## src/rtl/int_ctrl.sv

```systemverilog
// Edge-triggered, prioritised interrupt controller that drives EXL/IV toward the main decoder.
// One interrupt is in service at a time; software sees CTRL, PEND, CAUSE and EOI on the register bus.
module int_ctrl #(
  parameter int nsrc = 4
) (
  input  logic            clk,
  input  logic            rst,
  input  logic            we,
  input  logic [4:0]      addr,
  input  logic [31:0]     dataIn,
  input  logic [nsrc-1:0] irq,
  input  logic            intAck,
  output logic [31:0]     dataOut,
  output logic            EXL,
  output logic            IV
);

  localparam logic [4:0] ADDR_CTRL  = 5'b11000;
  localparam logic [4:0] ADDR_PEND  = 5'b11001;
  localparam logic [4:0] ADDR_CAUSE = 5'b11010;
  localparam logic [4:0] ADDR_EOI   = 5'b11011;

  typedef enum logic [1:0] {
    IDLE    = 2'd0,
    REQ     = 2'd1,
    SERVICE = 2'd2
  } state_t;

  state_t          state_r;
  logic [nsrc-1:0] en_r;
  logic [nsrc-1:0] pend_r;
  logic [nsrc-1:0] irq_d_r;
  logic            gie_r;
  logic            ivm_r;
  logic            exl_r;
  logic [2:0]      id_r;

  logic [nsrc-1:0] rise_s;
  logic [nsrc-1:0] act_s;
  logic [nsrc-1:0] clr_s;
  logic [nsrc-1:0] id_sel_s;
  logic [nsrc-1:0] ack_clr_s;
  logic [nsrc-1:0] pend_nxt_s;
  logic            req_s;
  logic            pend_id_s;
  logic            wr_ctrl_s;
  logic            wr_pend_s;
  logic            wr_eoi_s;
  logic            ack_s;
  logic [31:0]     read_s;

  // Lowest set index wins.
  function automatic logic [2:0] prio_id(input logic [nsrc-1:0] vec);
    prio_id = 3'd0;
    for (int i = nsrc - 1; i >= 0; i--) begin
      if (vec[i]) prio_id = 3'(i);
    end
  endfunction

  // Write decode, edge detection and next pending state (a new edge beats any clear).
  always_comb begin
    wr_ctrl_s = we && (addr == ADDR_CTRL);
    wr_pend_s = we && (addr == ADDR_PEND);
    wr_eoi_s  = we && (addr == ADDR_EOI);
    ack_s     = (state_r == REQ) && intAck;
    rise_s    = irq & ~irq_d_r;
    act_s     = pend_r & en_r;
    req_s     = gie_r & (|act_s);
    for (int i = 0; i < nsrc; i++) begin
      id_sel_s[i]  = (id_r == 3'(i));
      ack_clr_s[i] = ack_s && (id_r == 3'(i));
    end
    pend_id_s = |(pend_r & id_sel_s);
    if (wr_pend_s) begin
      clr_s = dataIn[nsrc-1:0];
    end else begin
      clr_s = '0;
    end
    pend_nxt_s = (pend_r & ~clr_s & ~ack_clr_s) | rise_s;
  end

  // Configuration, pending and edge-history registers.
  always_ff @(posedge clk or negedge rst) begin
    if (!rst) begin
      en_r    <= '0;
      gie_r   <= 1'b0;
      ivm_r   <= 1'b0;
      pend_r  <= '0;
      irq_d_r <= '0;
    end else begin
      irq_d_r <= irq;
      pend_r  <= pend_nxt_s;
      if (wr_ctrl_s) begin
        en_r  <= dataIn[nsrc-1:0];
        gie_r <= dataIn[8];
        ivm_r <= dataIn[9];
      end
    end
  end

  // Request/service FSM; id is frozen once REQ is entered.
  always_ff @(posedge clk or negedge rst) begin
    if (!rst) begin
      state_r <= IDLE;
      exl_r   <= 1'b0;
      id_r    <= 3'd0;
    end else begin
      case (state_r)
        IDLE: begin
          if (req_s) begin
            id_r    <= prio_id(act_s);
            state_r <= REQ;
            exl_r   <= 1'b1;
          end
        end
        REQ: begin
          if (intAck) begin
            state_r <= SERVICE;
            exl_r   <= 1'b0;
          end else if (!gie_r || !pend_id_s) begin
            state_r <= IDLE;
            exl_r   <= 1'b0;
          end
        end
        SERVICE: begin
          if (wr_eoi_s) begin
            state_r <= IDLE;
          end
        end
        default: begin
          state_r <= IDLE;
          exl_r   <= 1'b0;
        end
      endcase
    end
  end

  // Register read mux; CAUSE shows an id only while one is requested or in service.
  always_comb begin
    read_s = 32'd0;
    case (addr)
      ADDR_CTRL: begin
        read_s[nsrc-1:0] = en_r;
        read_s[8]        = gie_r;
        read_s[9]        = ivm_r;
      end
      ADDR_PEND: begin
        read_s[nsrc-1:0] = pend_r;
      end
      ADDR_CAUSE: begin
        if (state_r != IDLE) begin
          read_s[2:0] = id_r;
        end else begin
          read_s[2:0] = 3'd0;
        end
        read_s[8] = (state_r == SERVICE);
        read_s[9] = exl_r;
      end
      default: begin
        read_s = 32'd0;
      end
    endcase
  end

  assign dataOut = read_s;
  assign EXL     = exl_r;
  assign IV      = ivm_r;

endmodule

```

## config.mk

```make
export PLATFORM = sky130hd
export DESIGN_NAME = int_ctrl
export DESIGN_NICKNAME = d
export VERILOG_FILES = /design/src/rtl/int_ctrl.sv
export SDC_FILE = /design/constraint.sdc
export NUM_CORES = 1
export LEC_CHECK = 0
export BUFFER_PORTS_ARGS = -buffer_cell sky130_fd_sc_hd__buf_4
export CAP_MARGIN = 20
export CORE_MARGIN = 5
export CORE_UTILIZATION = 41
export CTS_CLUSTER_DIAMETER = 30
export CTS_CLUSTER_SIZE = 40
export DETAILED_ROUTE_END_ITERATION = 16
export GPL_ROUTABILITY_DRIVEN = 0
export PLACE_DENSITY = 0.79
export SLEW_MARGIN = 20
export SYNTH_ARGS = -nofsm -noshare
export SYNTH_HDL_FRONTEND = slang
export SYNTH_SLANG_ARGS = --single-unit
```

## constraint.sdc

```tcl
create_clock -name clk -period 1.6 [get_ports clk]
set_input_delay 0.08 -clock clk [delete_from_list [all_inputs] [get_ports clk]]
set_output_delay 0.08 -clock clk [all_outputs]
set_load 0.01 [all_outputs]
```

==> results.txt <==
----------------------------------------------------
[Logic synthesis]
  Number of enable flip-flop cells after synthesis ... 0
  Largest cells by area after synthesis ... dfrtp_1 41%, buf_4 17%, mux2_2 6.8%
  Most used DFF post-synth ... dfrtp_1
  Number of warnings reported in the yosys synthesis log ... 0
  Gate count of the mapped netlist ... 114
  Number of unique standard cell types used by synthesis ... 31
  Netlist area before placement ... 1154 sq um
  Share of the yosys chip area belonging to registers ... 0.4121
  Area leader, netlist ... dfrtp_1
  Fraction of synthesized cell area taken by the top area cell type ... 0.4121
  Mean area per synthesized cell ... 10.12 sq um
  Async set-reset flop share out of synthesis ... 1.000
  Top cells by instance count after synthesis ... 26 x buf_4, 19 x dfrtp_1, 12 x nand2_1
  Dominant cell by count in the synthesized netlist ... buf_4
  Register bit count reported by yosys ... 19

[Timing]
  Final-layout setup total negative slack ... 0 ps
  Setup Viol. Count Final ... 0
  FMAX ... 681.3 MHz
  Setup repair after global routing missed its margin ... no
  Final worst-path cycle share ... 0.9173
  Pins over their slew limit ... 0
  Clock Skews ... between 5 and 6 ps
  Final hold violation count ... 0
  Min cycle time layout ... between 1000 and 1500 ps

[Critical path]
  Kind of start point of the critical path ... flop
  Cell chain of the critical path ... o21ai_0 -> nor2_1 -> a22oi_1 -> nand2_1 -> buf_4
  Cell count of the worst reg-to-reg path ... 3
  End point of the critical path ... dataOut[1]
  Reg2reg start ... state_r[0]
  Maximum fanout along the worst path ... 7
  Worst path max stage delay ... 470 ps
  Kind of end point of the critical path ... primary output
  Worst Setup SP ... state_r[0]
  Endpoint of the lowest-slack register-to-register path ... id_r[0]
  Endpoint arrival time on the critical path ... 1390 ps
  WP data required ... 1520 ps
  Slowest stage cell, crit path ... dfrtp_1
  Critical setup path kind ... flop to primary output
  Register-to-register setup slack ... ~200 ps

[CTS]
  Number of gates resized after cts ... 0
  TritonCTS Buffers ... 3
  Number of clock sinks ... 19
  H-Tree Level Count ... 1
  Clock input transition at the sequential cells of the worst setup and hold paths ... 110 ps
  Clock latency of the later-clocked register in the worst-skew pair ... 290 ps
  Number of buffers on the longest clock path ... 2
  Root buffer selected by CTS ... clkbuf_4
  Clock tree from TritonCTS ... built

[Die]
  Initial Util ... 0.4220
  Die area ... slightly below 4000 sq um
  Width of the die ... 63.05 um
  Core region area ... around 2700 sq um
  Ports ... 79
  Number of core rows ... 19
  Height of the die ... 63.05 um

[Placement]
  Post-DP HPWL ... 1917 um
  IO Port Bufs ... 26

[Final layout]
  Fill count ... 257
  Number of nets in the layout ... 196
  Layout cells sized above 1 ... 0.2800
  Reg area ... between 400 and 500 sq um
  Area growth syn-to-layout ... 19.63%
  Final Core Density ... 0.5048
  Area occupied by multi-input gates ... 546.8 sq um
  Diodes inserted ... 0

[Min path]
  Class of the most critical hold timing path ... input pin to flop
  Hold Crit Depth ... 2

[Flow run]
  Number of max-cap violations ... 0

[Global route]
  Via count of the first global-routing pass ... 875
  Tot GR Track Use ... 0.1190
  Global-route wire length before repair ... slightly below 4000 um
  Largest net degree at the start of global routing ... 20
  Global route overflow ... 0
  Number of antenna violations at the first check in global routing ... 0

[Routing]
  Initial detailed-routing violation count ... 24
  Wire per inst ... 13.34 um
  Residual DRC count ... 0
  Count of antenna-violating nets left after detailed routing ... 0
  Post-Route WL ... approximately 2400 um
  DR vias/cell ... 4.928
  Number of vias after detailed routing ... 892
  Pre-Repair DR Iteration Count ... 4

[Power and ir drop]
  Leakage Power ... 0.6810 nW
  Max VDD drop ... 0.0006680 V
  Power per standard cell area ... around 1000 nW/um^2

[Outcome]
  Result of the run ... completed

----------------------------------------------------
[kinds of logic after synthesis]
| family | synth area share |
|---|---|
| and+or+nand+nor | 0.1584 |
| buffers and inverters | 0.1952 |
| DFF | 0.4122 |
| AOI/OAI and AO/OA | 0.1258 |
| other | 0.003251 |
| muxes | 0.1052 |
[repair_timing]
action | CTS | global route
hold buffers | 5 | 1
hold endpoints to repair | 23 | 1
buffers inserted | 0 | 0
[layer usage]
| layer | track usage | vias up | routed length (um) |
|---|---|---|---|
| met5 | 0 | - | 0 |
| met4 | 0.03714 | 0 | 17 |
| met3 | 0.02878 | 4 | 184 |
| met2 | 0.2103 | 35 | 1266 |
| met1 | 0.1397 | 436 | 947 |
| li1 | - | 417 | - |
[cell usage in the layout, fill, tap and decap left out]
| cell | synthesis | layout |
|---|---|---|
| nor2_4 | 1 | 1 |
| nand4bb_4 | 1 | 1 |
| a22oi_1 | 2 | 2 |
| mux2i_1 | 2 | 2 |
| a21bo_1 | 1 | 1 |
| a32o_1 | 2 | 2 |
| o21ai_0 | 5 | 5 |
| a22o_1 | 3 | 3 |
| a32oi_1 | 1 | 1 |
| mux2_2 | 7 | 7 |
| nand3b_1 | 2 | 2 |
| clkbuf_1 | 1 | 1 |
| o21ai_1 | 1 | 1 |
| and3b_1 | 1 | 1 |
| conb_1 | 1 | 26 |
| clkbuf_4 | 0 | 3 |
| dfrtp_1 | 19 | 19 |
| nor2_1 | 5 | 5 |
| nand4b_1 | 1 | 1 |
| buf_4 | 26 | 29 |
| o22ai_1 | 2 | 2 |
| nor2b_1 | 1 | 1 |
| mux4_2 | 1 | 1 |
| nand2_1 | 12 | 12 |
| dlygate4sd3_1 | 0 | 6 |
| nor3b_1 | 1 | 1 |
| and3_1 | 2 | 2 |
| inv_1 | 4 | 4 |
| nand2b_1 | 1 | 1 |
| nand3_1 | 3 | 3 |
| a21oi_1 | 3 | 3 |
| o31ai_1 | 1 | 1 |
[sequential cells by signal, summed over array words and instances (netlist names)]
signal and cells:
EXL 1, IV 1, en_r 4, gie_r 1, id_r 2, irq_d_r 4
pend_r 4, state_r 2
[worst min-delay path by stage]
stage	slack, ps	to	start
global route	0.3	en_r[0]	dataIn[0]
CTS	10	IV	dataIn[9]
finish	20	IV	dataIn[9]
global placement	-40	irq_d_r[3]	rst
detailed placement	-30	pend_r[2]	rst
floorplan	-220	EXL	rst
[where the power goes]
| group | total [mW] | internal [mW] | switching, mW |
|---|---|---|---|
| combinational | 0.439 | 0.240 | 0.198 |
| clock | 0.236 | 0.0968 | 0.139 |
| sequential | 0.724 | 0.589 | 0.135 |
| total | 1.40 | 0.926 | 0.472 |
[metrics by stage]
| stage | setup slack (ps) | hold slack, ps | area (sq um) | cells | total power [mW] |
|---|---|---|---|---|---|
| 3_3_place_gp | 230.7 | -39.15 | 1294 | 171 | 1.129 |
| 4_1_cts | 137.0 | 11.10 | 1370 | 180 | 1.404 |
| 5_1_grt | 28.02 | 0.2568 | 1380 | 181 | 1.491 |
| 6_report | 132.3 | 15.47 | 1380 | 181 | 1.399 |
| 3_5_place_dp | 215.1 | -33.02 | 1294 | 171 | 1.157 |
| 2_1_floorplan | 237.2 | -215.6 | 1247 | 139 | 1.038 |
[area by class of cell]
type / instances / area share
clock buffers: 4 / 0.01904
inverters: 4 / 0.01088
multi-input cells: 88 / 0.3962
repair buffers: 35 / 0.2013
well taps: 31 / 0.02811
flip-flops and latches: 19 / 0.3445
[critical path, delay by kind of cell, from the launching register on]
kind,cells,cell delay (ps)
DFF,1,470
buffers and inverters,1,150
and+or+nand+nor,2,170
AOI/OAI and AO/OA,2,320
Power figures use the tool's default switching activity.
